**src/rtl/game_sched_pkg.sv**
```systemverilog
// Shared types and defaults for the game tick scheduler.
package game_sched_pkg;

    localparam int DEF_NUM_UNITS = 4;
    localparam int DEF_TIMEOUT   = 1024;
    localparam int FRAME_CNT_W   = 16;

    typedef enum logic [1:0] {
        ST_IDLE,
        ST_ISSUE,
        ST_WAIT,
        ST_COMMIT
    } sched_state_e;

endpackage

```
**src/rtl/edge_rise.sv**
```systemverilog
// Registered rising-edge detector; the reset value of the sample register
// decides whether a level that is already high at reset release counts as an edge.
module edge_rise #(
    parameter logic RST_VAL = 1'b0
) (
    input  logic clk,
    input  logic rst,
    input  logic d,
    output logic rise
);

    logic d_q;

    // Previous-cycle sample of d.
    always_ff @(posedge clk) begin
        // NOTE: state registers use non-blocking assignments so every flop
        // samples the pre-edge values, independent of statement order.
        if (rst) d_q <= RST_VAL;
        else     d_q <= d;
    end

    assign rise = d & ~d_q;

endmodule

```
**src/rtl/game_tick_scheduler.sv**
```systemverilog
// Per-tick sequencer: on each game tick, issues one-hot update requests to
// the enabled units in ascending order, waits for each done (or a timeout),
// then pulses frame_done and counts the frame.
module game_tick_scheduler
    import game_sched_pkg::*;
#(
    parameter int NUM_UNITS = DEF_NUM_UNITS,
    parameter int TIMEOUT   = DEF_TIMEOUT
) (
    input  logic                   clk,
    input  logic                   rst,
    input  logic                   game_clk,
    input  logic                   pause,
    input  logic [NUM_UNITS-1:0]   unit_en,
    input  logic [NUM_UNITS-1:0]   done,
    input  logic                   err_clr,
    output logic [NUM_UNITS-1:0]   req,
    output logic                   busy,
    output logic                   frame_done,
    output logic [FRAME_CNT_W-1:0] frame_cnt,
    output logic                   overrun,
    output logic                   timeout_err
);

    localparam int IDX_W = (NUM_UNITS > 1) ? $clog2(NUM_UNITS) : 1;
    localparam int TW    = (TIMEOUT > 1) ? $clog2(TIMEOUT) : 1;

    sched_state_e         state, state_d;
    logic [NUM_UNITS-1:0] mask;
    logic [IDX_W-1:0]     idx;
    logic [IDX_W-1:0]     first_idx;
    logic [IDX_W-1:0]     nxt_idx;
    logic                 nxt_found;
    logic [TW-1:0]        tcnt;
    logic                 tick;
    logic                 start;
    logic                 done_hit;
    logic                 to_hit;
    logic                 unit_end;

    // Sample register starts high so a game_clk already high at reset release
    // is not mistaken for a tick.
    edge_rise #(.RST_VAL(1'b1)) u_tick_edge (
        .clk  (clk),
        .rst  (rst),
        .d    (game_clk),
        .rise (tick)
    );

    // Lowest enabled unit at frame start, and next enabled unit above idx.
    always_comb begin
        // NOTE: every always_comb output gets a default first so no path
        // leaves it unassigned and no latch is inferred.
        first_idx = '0;
        nxt_idx   = '0;
        nxt_found = 1'b0;
        for (int i = NUM_UNITS - 1; i >= 0; i--) begin
            if (unit_en[i]) first_idx = IDX_W'(i);
            if (mask[i] && (IDX_W'(i) > idx)) begin
                nxt_idx   = IDX_W'(i);
                nxt_found = 1'b1;
            end
        end
    end

    // Next-state logic; done takes priority over a coincident timeout.
    always_comb begin
        state_d  = state;
        start    = 1'b0;
        done_hit = done[idx];
        to_hit   = (tcnt == TW'(TIMEOUT - 1)) && !done_hit;
        unit_end = 1'b0;
        case (state)
            ST_IDLE: begin
                if (tick && !pause) begin
                    start   = 1'b1;
                    state_d = (|unit_en) ? ST_ISSUE : ST_COMMIT;
                end
            end
            ST_ISSUE: state_d = ST_WAIT;
            ST_WAIT: begin
                if (done_hit || to_hit) begin
                    unit_end = 1'b1;
                    state_d  = nxt_found ? ST_ISSUE : ST_COMMIT;
                end
            end
            ST_COMMIT: state_d = ST_IDLE;
            default:   state_d = ST_IDLE;
        endcase
    end

    // FSM state register.
    always_ff @(posedge clk) begin
        if (rst) state <= ST_IDLE;
        else     state <= state_d;
    end

    // Frame datapath: mask/index, timeout counter, frame counter and sticky flags.
    always_ff @(posedge clk) begin
        if (rst) begin
            mask        <= '0;
            idx         <= '0;
            tcnt        <= '0;
            frame_cnt   <= '0;
            frame_done  <= 1'b0;
            overrun     <= 1'b0;
            timeout_err <= 1'b0;
        end else begin
            frame_done <= (state == ST_COMMIT);
            if (state == ST_COMMIT) frame_cnt <= frame_cnt + 1'b1;

            if (start) begin
                mask <= unit_en;
                idx  <= first_idx;
            end else if (unit_end && nxt_found) begin
                idx <= nxt_idx;
            end

            tcnt <= (state == ST_WAIT) ? tcnt + 1'b1 : '0;

            // Set events outrank a same-cycle clear.
            if (tick && state != ST_IDLE) overrun <= 1'b1;
            else if (err_clr)             overrun <= 1'b0;

            if (state == ST_WAIT && to_hit) timeout_err <= 1'b1;
            else if (err_clr)               timeout_err <= 1'b0;
        end
    end

    // One-hot request to the active unit while it is being serviced.
    always_comb begin
        req = '0;
        if (state == ST_ISSUE || state == ST_WAIT) req[idx] = 1'b1;
    end

    assign busy = (state != ST_IDLE);

endmodule

```
**config.mk**
```make
export PLATFORM = sky130hd
export DESIGN_NAME = game_tick_scheduler
export DESIGN_NICKNAME = d
export VERILOG_FILES = /design/src/rtl/game_sched_pkg.sv /design/src/rtl/edge_rise.sv /design/src/rtl/game_tick_scheduler.sv
export SDC_FILE = /design/constraint.sdc
export NUM_CORES = 1
export LEC_CHECK = 0
export CORE_ASPECT_RATIO = 0.8
export CORE_MARGIN = 1
export CORE_UTILIZATION = 40
export DETAILED_ROUTE_END_ITERATION = 7
export GPL_ROUTABILITY_DRIVEN = 0
export PLACE_DENSITY = 0.73
export SETUP_SLACK_MARGIN = 0.02
export SYNTH_ARGS = -nofsm -noshare
export SYNTH_HDL_FRONTEND = slang
export SYNTH_SLANG_ARGS = --single-unit
```
**constraint.sdc**
```tcl
create_clock -name clk -period 3.7 [get_ports clk]
set_clock_uncertainty 0.15 [all_clocks]
set_input_delay 0.74 -clock clk [delete_from_list [all_inputs] [get_ports clk]]
set_output_delay 0.74 -clock clk [all_outputs]
set_load 0.02 [all_outputs]
```
**After elaboration in Yosys (flattened, before gate mapping)**

Cells that the tools add are included.

- Word-level logic and storage cells: 79
- Output and inout port bits: 24
- Register bits after elaboration: 38

- Muxes and demuxes: 31
- Reductions and logical operators: 22
- Eq/ne operators: 6
- Bitwise operators: 3
- $add $sub $neg: 2
- Magnitude comparators: 6

Operators with widths:

| kind | count |
|---|---|
| $mux 2 | 14 |
| $add 16x1->16 const B | 1 |
| $mux 1 | 13 |
| $add 10x1->10 const B | 1 |
| $eq 10x10->1 const B | 1 |
| $logic_and 1x1->1 | 10 |
| $pmux 2 s4 | 1 |
| $reduce_bool 2->1 | 4 |
| $eq 2x2->1 const B | 2 |
| $gt 1x2->1 const A | 2 |
| $gt 2x2->1 const A | 2 |
| $mux 4 | 1 |
| $ne 2x2->1 const B | 2 |
| $reduce_or 4->1 | 1 |
| $lt 2x3->1 const B | 1 |
| $bmux 1 s2 | 1 |
| $demux 1 s2 | 1 |
| $eq 2x1->1 const B | 1 |
| $ge 2x1->1 const B | 1 |
| $logic_not 1->1 | 2 |
| $logic_not 2->1 | 1 |
| $logic_or 1x1->1 | 2 |
| $not 1->1 | 2 |
| $reduce_and 2->1 | 1 |
| 2 further kinds | 2 |

**Depth between registers and ports, before layout**

- Word-level depth: 10
- Mapped depth: 8
- Mapped depth without buffers: 7

**Hierarchy**

A second synthesis with hierarchy kept.

- Cells, all modules: 198
- Area total of the unflattened synthesis: 1,715.4 µm²

Modules (own cells, without submodules):

| module | area an instance (µm²) | times used | cells an instance |
|---|---|---|---|
| game_tick_scheduler | 1,682.9 | 1 | 195 |
| edge_rise | 32.5 | 1 | 3 |

**Least setup slack after synthesis**

No wires, ideal clock.

- Path type: input port to flip-flop
- From: input port pause
- To: register idx[1]
- Arrival time: 2.146 ns
- Required time: 3.459 ns
- Slack: 1.313 ns
- Cell stages on the path: 5
- Library setup time: 0.091 ns
- Path buffers: 1
- Cells stage by stage: or3b_4 -> or2_1 -> buf_6 -> or4_1 -> a311oi_1

- Longest elaborated chain between the ends: 5
- Elaborated cells on any way between the ends: 6
- Those cells by class: mux (3); reduce/logical (3)

Ends and longest elaborated chain:

| what | RTL line | text |
|---|---|---|
| start: declaration | game_tick_scheduler.sv:13 | `input logic pause,` |
| $logic_not 1->1 (*) | game_tick_scheduler.sv:75 | `if (tick && !pause) begin` |
| $logic_and 1x1->1 (*) | game_tick_scheduler.sv:75 |  |
| $mux 1 (*) | game_tick_scheduler.sv:75 |  |
| $mux 1 (*) | game_tick_scheduler.sv:73 | `case (state)` |
| $mux 2 or $reduce_bool 2->1 (tied branches) | n/a |  |
| end signal: assignment | game_tick_scheduler.sv:114 | `idx <= first_idx;` |
| end signal: assignment | game_tick_scheduler.sv:116 | `idx <= nxt_idx;` |
| end: declaration | game_tick_scheduler.sv:30 | `logic [IDX_W-1:0] idx;` |

Every way passes the cells marked *; elsewhere a longest branch is shown, timed or not.
A chain may end at the register's enable or synchronous reset.

**Worst setup path in the final report**

- From: register state[1]
- To: output port req[0]

- Longest elaborated chain between the ends: 3
- Elaborated cells on any way between the ends: 4
- Those cells by class: eq/ne (2); mux (1); reduce/logical (1)

Ends and longest elaborated chain:

| what | RTL line | text |
|---|---|---|
| start: declaration | game_tick_scheduler.sv:28 | `sched_state_e state, state_d;` |
| start signal: assignment | game_tick_scheduler.sv:95 | `else state <= state_d;` |
| $eq 2x1->1 or $eq 2x2->1 (tied branches) | game_tick_scheduler.sv:133 | `if (state == ST_ISSUE \|\| state == ST_WAIT) req[idx] = 1'b1;` |
| $logic_or 1x1->1 (*) | game_tick_scheduler.sv:133 |  |
| $mux 4 (*) | game_tick_scheduler.sv:133 |  |
| end: declaration | game_tick_scheduler.sv:17 | `output logic [NUM_UNITS-1:0] req,` |

Marks and branches as above.

==> results_dict.tcl <==
set metrics [dict create \
    cellLeakagePower_nw 0.804 \
    post_route_cells_drive_above_1_share 0.0460 \
    htree_levels 2 \
    place_ws_ps 754 \
    synth_area_sq_mm 0.00174 \
    synthCells 202 \
    wl_met1_microns 1770 \
    min-delay-path-class "flip-flop to flip-flop" \
    critical-path-max-stage-delay_ps 630 \
    chipHeight_microns 60.9 \
    maxCapViolCount 0 \
    wl_per_cell_microns 11.6 \
    root_buffer "sky130_fd_sc_hd__clkbuf_8" \
    synth-async-reset-ratio 0 \
    internal_power_mw 0.727 \
    initial_utilization 0.416 \
    worst-path-max-fanout 5 \
    grt_pass1_wl_microns 5480 \
    postSynthNetCount 221 \
    setup_repair_after_global_routing_missed_its_margin "false" \
    ys_seq_elements 37 \
    cp.arrival_ps 1910 \
    power_per_cell_area_mw_per_mm2 444 \
    drt.antenna.violating_nets 0 \
    initial_antenna_violation_count 0 \
    max-clock-path-buffers 2 \
    critPathRequiredTime_ps 2810 \
    worstSetupEndpointType "output port" \
    peakVddDrop_uv 252 \
    io_buffer_count 36 \
    run_status "complete, no violations" \
    post-cts-setup-buffers 0 \
    post-place-cells 288 \
    start_kind "flip-flop" \
    layout_worst_path_cycle_share 0.758 \
    slowest_stage "sky130_fd_sc_hd__clkdlybuf4s50_1" \
    mostFrequentLayoutCells "sky130_fd_sc_hd__dfxtp_1, sky130_fd_sc_hd__clkdlybuf4s50_1, sky130_fd_sc_hd__nor2_1" \
    power_frac_seq 0.429 \
    first_global_vias 1228 \
    area_growth_syn_to_layout_pct 29.8 \
    wl_met2_microns 1480 \
    fin_nets 257 \
    synth_ff_type "sky130_fd_sc_hd__dfxtp_1" \
    detailroute.wirelength.met3_microns 127 \
    mostFrequentLayoutCell "sky130_fd_sc_hd__dfxtp_1" \
    groute.usage.overall 0.165 \
    layout_cell_area_excl_fill_sq_mm 0.00225 \
    final_count_of_pins_violating_max_slew 0 \
    hold_viol_final 0 \
    num_io_pins 37 \
    postCtsResizedCells 0 \
    crit_type "flip-flop to output port" \
    final_min_period_ps 2800 \
    tritoncts "built" \
    setup_ws_ps 897 \
    cell_count_final_fillers_out 296 \
    synth.top_cell.area_share 0.427 \
    min_path_cells 1 \
    power.share.clock 0.358 \
    p_switching_mw 0.272 \
    floorplan.rows 21 \
    num_vias 1450 \
    yosys_warnings 0 \
    number_of_synthesized_flops_with_an_enable_pin 0 \
    first_iter_violations 62 \
    n_antenna_cell 0 \
    setup-violations-final 0 \
    coreArea_sq_mm 0.00418 \
    rrSetupSlack_ps 1550 \
    synth_cell_types 41 \
    dp_hpwl_microns 2490 \
    grt_start_max_net_pins 20 \
    design.die.area_sq_mm 0.00461 \
    swShare 0.272 \
    cts-buffers-inserted 5 \
    routed.top_layer "met4" \
    slew-limit-headroom 0.534 \
    placed_cell_areas_sq_mm 0.00214 \
    worst_slew_pin_slew_ps 698 \
    holdBufCountCts 0 \
    grt.overflow.total 0 \
    fp.dieW_microns 75.7 \
    r2r.worst_path.cells 6 \
    yosys.area.top_type "sky130_fd_sc_hd__dfxtp_1" \
    cp_cell_sequence "inv_1 -> ha_1 -> nor3b_1 -> clkdlybuf4s50_1" \
    cts_sinks 37 \
    synth.area.top_cells "sky130_fd_sc_hd__dfxtp_1, sky130_fd_sc_hd__nor2_1, sky130_fd_sc_hd__xnor2_1, sky130_fd_sc_hd__xor2_1, sky130_fd_sc_hd__ha_1" \
    number_of_drc_violations_after_detailed_routing 0 \
    syn_area_per_cell_sq_um 8.60 \
    first_pass_iters 6 \
    fmax_ghz 0.357 \
    setup_tns_ps 0 \
    clk_pin_slew_worst_paths_ps 70 \
    post_route_total_power_mw 1.00 \
    synth.yosys.seq_area_share 0.427 \
    clkLatencyLatePin_ps 290 \
    route.detailed.vias_per_inst 4.90 \
    comb_power_share 0.212 \
    detail_route.wirelength_microns 3440 \
]
cells by family after synthesis:
logic type,count (synthesis),synth area share
AND/OR/NAND/NOR,93,0.266
flip-flops,37,0.427
AO/OA/AOI/OAI,26,0.0980
XOR/XNOR,21,0.106
buffers and inverters,17,0.0418
adder cells (fa/ha/maj),6,0.0432
multiplexers,2,0.0187
state kept, by name, indices dropped and copies added, names as in the netlist:
name	flops
mask	3
overrun	1
frame_cnt	16
state	2
timeout_err	1
tcnt	10
frame_done	1
idx	2
u_tick_edge.d_q	1
per-stage QoR:
| stage | utilization | hold WS [ps] |
|---|---|---|
| floorplan | - | 276 |
| global placement | 0.512 | 292 |
| detailed placement | 0.512 | 301 |
| CTS | 0.539 | 318 |
| global route | 0.539 | 329 |
| finish | 0.539 | 315 |
layout make-up:
cell class | count | area, sq um
fill | 377 | 1920
multi-input combinational | 148 | 923
sequential | 37 | 741
timing repair buffer | 37 | 368
clock buffer | 7 | 86.3
tap | 57 | 71.3
inverter | 9 | 33.8
clock inverter | 1 | 30.0
power groups by stage:
stage                     Sequential (mW)  Clock [mW]  Combinational [mW]
after CTS                           0.429       0.366               0.215
after floorplan                     0.436           0               0.134
after detailed placement            0.438           0               0.213
final                               0.429       0.358               0.212
after global routing                0.431       0.384               0.237
after global placement              0.438           0               0.211
worst paths after layout:
path            start             to
max          state[1]         req[0]
min           tcnt[0]        tcnt[0]
max reg2reg  state[1]  frame_cnt[15]
min reg2reg   tcnt[0]        tcnt[0]
cells in the mapped netlist, types with 2 or more instances:
master                     instances
sky130_fd_sc_hd__xnor2_1          11
sky130_fd_sc_hd__and3_1            7
sky130_fd_sc_hd__nor3_1            4
sky130_fd_sc_hd__nor3b_1           2
sky130_fd_sc_hd__or3_1             2
sky130_fd_sc_hd__inv_1             9
sky130_fd_sc_hd__dfxtp_1          37
sky130_fd_sc_hd__nor2b_1           4
sky130_fd_sc_hd__o211ai_1          3
sky130_fd_sc_hd__nor2_1           31
sky130_fd_sc_hd__clkbuf_1          4
sky130_fd_sc_hd__and4_1            3
sky130_fd_sc_hd__ha_1              6
sky130_fd_sc_hd__xor2_1           10
sky130_fd_sc_hd__nand4_1           4
sky130_fd_sc_hd__nand3_1          10
sky130_fd_sc_hd__a21oi_1           9
sky130_fd_sc_hd__a211oi_1          3
sky130_fd_sc_hd__o21ai_0           3
sky130_fd_sc_hd__nand2_1          18
sky130_fd_sc_hd__buf_1             2
metal layers:
layer / track usage / vias to the layer above
li1: - / 761
met1: 0.220 / 658
met2: 0.240 / 26
met3: 0.0498 / 5
met4: 0.0873 / 0
met5: 0 / -
critical path, delay by kind of cell, from the launching register on:
| family | cells | cell delay [ps] |
|---|---|---|
| adders and majority gates | 1 | 340 |
| buffers and inverters | 2 | 710 |
| DFF | 1 | 400 |
| and+or+nand+nor | 1 | 190 |
Power figures use the tool's default switching activity.
